===== config.mk =====
export PLATFORM = sky130hd
export DESIGN_NAME = mem_io_bridge
export DESIGN_NICKNAME = d
export VERILOG_FILES = /design/src/rtl/mem_io_bridge_pkg.sv /design/src/rtl/mem_io_bridge_tx_fifo.sv /design/src/rtl/mem_io_bridge.sv
export SDC_FILE = /design/constraint.sdc
export NUM_CORES = 1
export LEC_CHECK = 0
export CAP_MARGIN = 25
export CORE_UTILIZATION = 45
export DETAILED_ROUTE_END_ITERATION = 10
export PLACE_DENSITY = 0.68
export SLEW_MARGIN = 20
export SYNTH_ARGS = -nofsm -noshare
export SYNTH_HDL_FRONTEND = slang
export SYNTH_SLANG_ARGS = --single-unit

===== constraint.sdc =====
create_clock -name clk_in -period 5.09 [get_ports clk_in]
set_input_delay 0.509 -clock clk_in [delete_from_list [all_inputs] [get_ports clk_in]]
set_output_delay 0.509 -clock clk_in [all_outputs]
set_load 0.05 [all_outputs]

===== src/rtl/mem_io_bridge_pkg.sv =====
// rtl/mem_io_bridge_pkg.sv - shared I/O map and read-source encodings for mem_io_bridge
package mem_io_bridge_pkg;

   localparam logic [17:0] IO_BASE = 18'h30000;
   localparam logic [2:0]  IO_UART = 3'd0;
   localparam logic [2:0]  IO_CLK  = 3'd4;

   // Source of mem_din for the cycle after an access
   localparam logic [1:0] SRC_ZERO = 2'd0;
   localparam logic [1:0] SRC_RAM  = 2'd1;
   localparam logic [1:0] SRC_RX   = 2'd2;
   localparam logic [1:0] SRC_CNT  = 2'd3;

   // Little-endian byte k of a 32-bit word
   function automatic logic [7:0] byte_of(input logic [31:0] w, input logic [1:0] k);
      return w[{k, 3'b000} +: 8];
   endfunction

endpackage


===== src/rtl/mem_io_bridge_tx_fifo.sv =====
// rtl/mem_io_bridge_tx_fifo.sv - circular tx byte FIFO with look-ahead count
module tx_fifo #(
   parameter int DEPTH = 16,
   parameter int WIDTH = 8
) (
   input  logic                     clk_in,
   input  logic                     rst_in,
   input  logic                     push_i,
   input  logic [WIDTH-1:0]         data_i,
   input  logic                     pop_i,
   output logic [WIDTH-1:0]         data_o,
   output logic                     empty_o,
   output logic [$clog2(DEPTH):0]   count_next_o
);

   localparam int AW = $clog2(DEPTH);
   localparam int PW = AW + 1;

   logic [WIDTH-1:0] mem_q [DEPTH];
   logic [PW-1:0]    wr_q, wr_d;
   logic [PW-1:0]    rd_q, rd_d;
   logic [PW-1:0]    count;
   logic             full, pop_ok, push_ok;

   // Occupancy; a push at full is only taken when a pop frees the slot in the same cycle
   always_comb begin
      count        = wr_q - rd_q;
      full         = (count == PW'(DEPTH));
      empty_o      = (count == '0);
      pop_ok       = pop_i & ~empty_o;
      push_ok      = push_i & (~full | pop_ok);
      wr_d         = wr_q + PW'(push_ok);
      rd_d         = rd_q + PW'(pop_ok);
      count_next_o = count + PW'(push_ok) - PW'(pop_ok);
      data_o       = mem_q[rd_q[AW-1:0]];
   end

   // Pointer state; reset empties the FIFO without touching storage
   always_ff @(posedge clk_in or posedge rst_in) begin
      if (rst_in) begin
         wr_q <= '0;
         rd_q <= '0;
      end else begin
         wr_q <= wr_d;
         rd_q <= rd_d;
      end
   end

   // Byte storage
   always_ff @(posedge clk_in) begin
      if (push_ok) mem_q[wr_q[AW-1:0]] <= data_i;
   end

endmodule


===== src/rtl/mem_io_bridge.sv =====
// rtl/mem_io_bridge.sv - CPU byte bus to RAM / UART / cycle-counter bridge
module mem_io_bridge
   import mem_io_bridge_pkg::*;
#(
   parameter int TX_DEPTH    = 16,
   parameter int FULL_MARGIN = 2,
   parameter int RAM_AW      = 17
) (
   input  logic              clk_in,
   input  logic              rst_in,
   input  logic              rdy_in,
   input  logic [31:0]       mem_a,
   input  logic [7:0]        mem_dout,
   input  logic              mem_wr,
   output logic [7:0]        mem_din,
   output logic              io_buffer_full,
   output logic [RAM_AW-1:0] ram_addr,
   output logic [7:0]        ram_wdata,
   output logic              ram_we,
   input  logic [7:0]        ram_rdata,
   output logic [7:0]        tx_data,
   output logic              tx_valid,
   input  logic              tx_ready,
   input  logic [7:0]        rx_data,
   input  logic              rx_valid,
   output logic              rx_pop,
   output logic              program_done,
   output logic [31:0]       cycle_count
);

   localparam int          PW        = $clog2(TX_DEPTH) + 1;
   localparam logic [17:0] UART_ADDR = IO_BASE + 18'(IO_UART);
   localparam logic [17:0] CLK_ADDR  = IO_BASE + 18'(IO_CLK);

   logic          is_io, hit_uart, hit_clk0, hit_clk;
   logic          rd, wr_ok, push, pop;
   logic [7:0]    push_data;
   logic [PW-1:0] count_next;
   logic          fifo_empty;
   logic          unused_hi;

   logic [1:0]  src_q, src_d;
   logic [7:0]  rx_byte_q, rx_byte_d;
   logic [1:0]  cnt_idx_q, cnt_idx_d;
   logic [31:0] snapshot_q, snapshot_d;
   logic [31:0] cycle_count_q, cycle_count_d;
   logic        stop_pending_q, stop_pending_d;
   logic        program_done_q, program_done_d;
   logic        io_full_q, io_full_d;

   assign unused_hi = ^mem_a[31:18];

   // Address decode and bus-side strobes; rdy_in gates every side effect
   always_comb begin
      is_io     = (mem_a[17:16] == 2'b11);
      hit_uart  = (mem_a[17:0] == UART_ADDR);
      hit_clk0  = (mem_a[17:0] == CLK_ADDR);
      hit_clk   = (mem_a[17:2] == CLK_ADDR[17:2]);
      rd        = ~mem_wr;
      wr_ok     = mem_wr & rdy_in;
      ram_addr  = mem_a[RAM_AW-1:0];
      ram_wdata = mem_dout;
      ram_we    = wr_ok & ~is_io;
      rx_pop    = rd & rdy_in & hit_uart & rx_valid;
      push      = wr_ok & ((hit_uart & (mem_dout != 8'h00)) | hit_clk0);
      push_data = hit_clk0 ? 8'h00 : mem_dout;
      pop       = tx_valid & tx_ready;
   end

   tx_fifo #(
      .DEPTH (TX_DEPTH),
      .WIDTH (8)
   ) u_tx_fifo (
      .clk_in       (clk_in),
      .rst_in       (rst_in),
      .push_i       (push),
      .data_i       (push_data),
      .pop_i        (pop),
      .data_o       (tx_data),
      .empty_o      (fifo_empty),
      .count_next_o (count_next)
   );

   assign tx_valid = ~fifo_empty;

   // Next-state: read-source select, I/O byte capture, snapshot, counter, stop tracking
   always_comb begin
      src_d       = SRC_ZERO;
      rx_byte_d   = rx_byte_q;
      cnt_idx_d   = cnt_idx_q;
      snapshot_d  = snapshot_q;
      if (rd) begin
         if (!is_io) begin
            src_d = SRC_RAM;
         end else if (hit_uart) begin
            src_d     = SRC_RX;
            rx_byte_d = rx_valid ? rx_data : 8'h00;
         end else if (hit_clk) begin
            src_d     = SRC_CNT;
            cnt_idx_d = mem_a[1:0];
            // byte 0 re-arms the snapshot so bytes 1..3 stay coherent with it
            if (hit_clk0) snapshot_d = cycle_count_q;
         end
      end
      cycle_count_d  = program_done_q ? cycle_count_q : cycle_count_q + 32'd1;
      stop_pending_d = stop_pending_q | (wr_ok & hit_clk0);
      // ordinary pushes are never 0x00, so a zero byte leaving while armed is the marker
      program_done_d = program_done_q | (pop & stop_pending_q & (tx_data == 8'h00));
      io_full_d      = (count_next >= PW'(TX_DEPTH - FULL_MARGIN));
   end

   // Registered state
   always_ff @(posedge clk_in or posedge rst_in) begin
      if (rst_in) begin
         src_q          <= SRC_ZERO;
         rx_byte_q      <= 8'h00;
         cnt_idx_q      <= 2'd0;
         snapshot_q     <= 32'd0;
         cycle_count_q  <= 32'd0;
         stop_pending_q <= 1'b0;
         program_done_q <= 1'b0;
         io_full_q      <= 1'b0;
      end else begin
         src_q          <= src_d;
         rx_byte_q      <= rx_byte_d;
         cnt_idx_q      <= cnt_idx_d;
         snapshot_q     <= snapshot_d;
         cycle_count_q  <= cycle_count_d;
         stop_pending_q <= stop_pending_d;
         program_done_q <= program_done_d;
         io_full_q      <= io_full_d;
      end
   end

   // Read return mux, one cycle after the address
   always_comb begin
      case (src_q)
         SRC_RAM: mem_din = ram_rdata;
         SRC_RX:  mem_din = rx_byte_q;
         SRC_CNT: mem_din = byte_of(snapshot_q, cnt_idx_q);
         default: mem_din = 8'h00;
      endcase
   end

   assign io_buffer_full = io_full_q;
   assign program_done   = program_done_q;
   assign cycle_count    = cycle_count_q;

endmodule


# == Word-level counts from Yosys, hierarchy flattened ==
# Memory sizes are Yosys's and may differ from the RTL's.
# Cells that the tools add are included.
# op_classes
n_addsub,6
magnitude_cmp,1
n_eq_ne,8
n_shift,1
mux,9
bitwise,22
n_reduce_logical,6
# ops
operator,n
"equality test 18 bit, second input constant",2
"adder 32 x 1 -> 32 bit, second input constant",1
variable part select 32 x 6 -> 8 bit,1
case mux 8 bit (3 select lines),1
"equality test 16 bit, second input constant",1
two-way mux 8 bit,2
adder 5 x 1 -> 5 bit,3
AND 1 bit,13
logical NOT 8 bit,1
two-way mux 2 bit,4
nonzero test 8 bit,1
"equality test 2 bit, second input constant",3
"equality test 5 bit, second input constant",1
">= comparator 5 x 4 -> 1 bit, second input constant",1
logical NOT 5 bit,1
inverter 1 bit,5
AND reduction 5 bit,1
subtractor 5 x 1 -> 5 bit,1
subtractor 5 bit,1
OR 1 bit,4
AND reduction 4 bit,1
AND reduction 3 bit,1
"equality test 2 x 1 -> 1 bit, second input constant",1
two-way mux 1 bit,2
# word_totals
reg_bits,89
ramBits,128
inputBits,62
out_inout_bits,78
elab_cells,64
n_memories,1
# mem_list
name,words,width,read_ports,rd_clocked_by_memory_dff,write_ports,line_no,source
u_tx_fifo.mem_q,16,8,1,0,1,mem_io_bridge_tx_fifo.sv:19,logic [WIDTH-1:0] mem_q [DEPTH];

# == Depth between registers and ports, before layout ==
# depth
depth_word,10
ltp_mapped,19
mapped_depth_nobuf,17

# == Modules after synthesis ==
# From an unflattened synthesis, not the netlist that was laid out.
# hier_totals
hier_cells,650
area_unflattened_um2,9796.9
# by_module_without_submodules
mod,n_inst,cells_each,area_each_um2,seq_area_each_um2
tx_fifo,1,314,5799.3,4093.9
mem_io_bridge,1,336,3997.6,1976.9

# == Least setup slack after synthesis ==
# OpenSTA, ideal clock, no wires.
# synth_path
path_type,reg-to-reg
start,register u_tx_fifo.rd_q[1]
end,register io_full_q (netlist: io_buffer_full)
setup_ns,0.066
t_arrival_ns,4.270
slack_ns,0.754
path_stages_with_launch,20
n_path_buf,3
cell_sequence,dfrtp_1 -> clkbuf_1 -> clkbuf_1 -> buf_1 -> inv_1 -> ha_1 -> a21o_1 -> a21oi_1 -> xor2_1 -> ha_1 -> and3_2 -> or2b_1 -> o2111a_2 -> ha_1 -> fa_1 -> a21oi_1 -> nor2_1 -> nor2_1 -> xnor3_1 -> nand2_1
# synth_via
elab_chain_len,10
elab_cells_between_ends,12
classes_between,add/sub: 3; order compare: 1; eq/ne: 1; bitwise: 6; reduce/logical: 1
# synth_rtl
item,line_no,source
"start, declared",mem_io_bridge_tx_fifo.sv:21,"logic [PW-1:0] rd_q, rd_d;"
"start signal, assigned",mem_io_bridge_tx_fifo.sv:45,rd_q <= rd_d;
subtractor 5 bit (*),mem_io_bridge_tx_fifo.sv:27,count = wr_q - rd_q;
logical NOT 5 bit,mem_io_bridge_tx_fifo.sv:29,empty_o = (count == '0);
inverter 1 bit,"mem_io_bridge_tx_fifo.sv:30, mem_io_bridge.sv:84",
AND 1 bit,mem_io_bridge.sv:67,pop = tx_valid & tx_ready;
AND 1 bit,mem_io_bridge_tx_fifo.sv:30,pop_ok = pop_i & ~empty_o;
OR 1 bit,mem_io_bridge_tx_fifo.sv:31,push_ok = push_i & (~full | pop_ok);
AND 1 bit,mem_io_bridge_tx_fifo.sv:31,
adder 5 x 1 -> 5 bit,mem_io_bridge_tx_fifo.sv:34,count_next_o = count + PW'(push_ok) - PW'(pop_ok);
subtractor 5 x 1 -> 5 bit (*),mem_io_bridge_tx_fifo.sv:34,
>= comparator 5 x 4 -> 1 bit (*),mem_io_bridge.sv:109,io_full_d = (count_next >= PW'(TX_DEPTH - FULL_MARGIN));
net io_full_d,mem_io_bridge.sv:49,"logic io_full_q, io_full_d;"
"end signal, assigned",mem_io_bridge.sv:131,io_full_q <= io_full_d;
"end, declared",mem_io_bridge.sv:49,
# The timed path passes the listed nets; every way through them passes the cells marked *.
# A chain may end at the register's enable or synchronous reset.

# == Worst setup path after layout ==
# layout_path
start,input mem_a[3]
end,output rx_pop
# layout_via
elab_chain_len,3
# layout_rtl
item,line_no,source
"start, declared",mem_io_bridge.sv:12,"input logic [31:0] mem_a,"
equality test 18 bit,mem_io_bridge.sv:56,hit_uart = (mem_a[17:0] == UART_ADDR);
AND 1 bit (2 in series),mem_io_bridge.sv:64,rx_pop = rd & rdy_in & hit_uart & rx_valid;
"end, declared",mem_io_bridge.sv:26,"output logic rx_pop,"
# No other way between the ends.

==> summary.txt <==
ANT cells -> 0
Nets -> 799
Post-synthesis cell area -> 9520 um^2
Pwr Total -> 5.08 mW
Combinational power share -> 31.9%
Gp weighted congestion -> 0.770
Pwr/cell area -> 438 nW/um^2
Vias -> 5,532
Worst R2R Start -> u_tx_fifo.rd_q[2]$_DFF_PP0_
Placed cells -> 968
Largest net degree at the start of global routing -> 44
Die area -> 21,700 um^2
Clock share of power -> 29.8%
CP arrival -> 3.55 ns
Setup ws final -> 1.03 ns
Synth-to-Final Area Change -> 21.7%
Core Footprint -> 20,500 um^2
Yosys reg bits -> 217
DR DRC count -> 0
Pre-CTS setup slack -> 0.962 ns
Placed instance area -> 10,900 um^2
IO Count -> 140
Sw Share -> 31.6%
Cells after synthesis -> 611
Starting DRT DRC Count -> 253
Vias in the first global route -> 5,686
Final period demand of the worst path -> 4.06 ns
Relative slew margins -> 38.5%
LEAKAGE -> 4.38 nW
Worst Setup End Kind -> output pin
Syn_nets -> 688
Post-Layout Cell Count -> 1,006
Yosys top cell by area -> edfxtp_1
Clock Skews -> 0.00750 ns
EDFF count, synth -> 128
Initial Utilization -> 46.5%
CTS Hold Bufs -> 0
Total GRT Usage -> 19.2%
Synth area leaders -> edfxtp_1, dfrtp_1, mux4_2
Async S/R FF share, synth -> 41.0%
Synthesized area per cell -> 15.6 um^2
Main synth FF type -> edfxtp_1
WP buf/inv -> 2
Fin crit share -> 79.7%
Die span in x -> 147 um
Max clock buf depth -> 3
First-pass GRT wire length -> 31,700 um
Critical path class -> input port to output pin
Post-layout util -> 56.6%
Drt total wl -> 20,300 um
TNS Setup -> 0 ns
Clk root buf -> clkbuf_16
Power Internal -> 3.48 mW
Clock sinks -> 217
Crit. Startpoint -> mem_a[3]
Outcome -> completed
Vias per cell -> 5.50
CTS tree -> done
Row cnt -> 52
Setup Viol. Count Final -> 0
Tightest Pin Transition -> 0.919 ns
Initial antenna violation count -> 0
Inserted Clock Buffers -> 22
Post-CTS Resized -> 0
Worst hold path type -> input port to async pin
Fraction of layout cells with a size suffix above 1 -> 18.9%
Post-synthesis cell type count -> 50
Worst-path clk slew -> 0.06 ns
Peak supply drop -> 409 uV
Crit-path cells -> clkdlybuf4s50_1, or3_4, or4_2, or4_2, nor2_1, clkdlybuf4s50_1
Max cap viols -> 0
RSZ-0062 raised after global routing -> false
Maximum clock frequency -> 0.246 GHz
PortBufs -> 125
H-tree depth -> 1
CP peak stage delay -> 0.82 ns
Flop pwr share -> 38.3%
Startpoint Class -> input port
Clk_lat worst skew -> 0.50 ns
Final hold viol count -> 0
Top-area cell type share of the netlist area -> 40.4%
Hold Slack -> 0.293 ns
Die Y -> 147 um
CP top delay family -> simple AND/OR/NAND/NOR gates
Yosys Warn Count -> 0
Register area share after synthesis -> 63.8%
Grt ovf -> 0
CP max-delay cell -> clkdlybuf4s50_1
Final Max Tran Viols -> 0
HPWL Detailed -> 14,700 um
Psw -> 1.60 mW
Drt wl/cell -> 20.2 um
Post-CTS setup buffers -> 0
Maximum fanout along the worst path -> 4
Final instance area -> 11,600 um^2
Most common cell after layout, fill and taps aside -> edfxtp_1
Post-route ant nets -> 0
Commonest non-fill, non-tap cells in the layout -> edfxtp_1, clkdlybuf4s50_1, dfrtp_1, mux2_2, mux4_2
CP required -> 4.58 ns
Drt first pass iters -> 4
-- worst register-to-register path: stages, from the launching register on --
cell and delay, ns:
dfrtp_1 0.56, inv_1 0.17, ha_1 0.37, a21oi_1 0.17
xor2_1 0.37, ha_1 0.23, and3_2 0.21, or2b_1 0.24
o2111a_2 0.32, ha_1 0.25, fa_1 0.41, a21oi_1 0.15
nor2_1 0.06, nor2_1 0.11, xnor3_1 0.23, nand2_1 0.07
-- layout make-up --
type | instances | area (um^2)
Fill cell | 1592 | 8900
Clock buffer | 28 | 614
Sequential cell | 217 | 6070
Inverter | 12 | 46.3
Clock inverter | 10 | 67.6
Tap cell | 270 | 338
Timing Repair Buffer | 134 | 1330
Multi-Input combinational cell | 335 | 3120
-- Yosys cell counts (4+ instances only) --
cell      count
edfxtp_1    128
dfrtp_1      89
mux2_2       43
mux4_2       43
nand2_1      42
nor2_1       32
xnor2_1      31
buf_4        25
nand3_1      18
xor2_1       14
ha_1         13
inv_1        11
a22oi_1      10
and2_1       10
clkbuf_1      9
a22o_1        8
buf_2         8
o21ai_0       8
nor3_1        7
and3_1        6
nand4_1       6
nor4_1        5
a21oi_1       4
buf_1         4
-- logic make-up (layout without fill, tap and decap cells) --
family | Yosys count | after routing | synth area share, %
AO/OA/AOI/OAI | 39 | 39 | 3.02
XOR/XNOR | 46 | 46 | 4.38
adder cells (fa/ha/maj) | 15 | 15 | 2.13
buffers and inverters | 59 | 184 | 3.50
flip-flops | 217 | 217 | 63.8
multiplexers | 86 | 86 | 15.3
AND/OR/NAND/NOR | 149 | 149 | 7.96
-- sequential cells by signal (all words and copies together) (netlist names), 2 cells and up --
| register | cells |
|---|---|
| cnt_idx_q | 2 |
| cycle_count | 32 |
| rx_byte_q | 8 |
| snapshot_q | 32 |
| src_q | 2 |
| u_tx_fifo.mem_q | 128 |
| u_tx_fifo.rd_q | 5 |
| u_tx_fifo.wr_q | 5 |
-- routing by layer --
metal  track usage, %  vias up  wire length [um]
met5                0        -                 0
met4             6.96        0               689
met3             2.75       41               981
met2             32.8      170             10400
met1             24.9     2825              8270
li1                 -     2496                 -
-- power groups by stage --
stage,clock network (mW),logic [mW],registers (mW)
2_1_floorplan,0,1.17,1.99
3_3_place_gp,0,1.59,1.98
3_5_place_dp,0,1.64,1.98
4_1_cts,1.56,1.65,1.94
5_1_grt,1.62,1.74,1.95
6_report,1.51,1.62,1.94
-- final timing paths --
check	to	slack, ns	depth (start not counted)
max	rx_pop	1.03	6
min	u_tx_fifo.rd_q[0]$_DFF_PP0_	0.29	2
max reg2reg	io_buffer_full$_DFF_PP0_	1.12	15
min reg2reg	rx_byte_q[6]$_DFFE_PP0P_	0.48	2
max in group asynchronous	snapshot_q[16]$_DFFE_PP0P_	3.82	4
min in group clk_in	rx_byte_q[6]$_DFFE_PP0P_	0.48	2
Note: power is estimated with default switching activity, not from simulation.
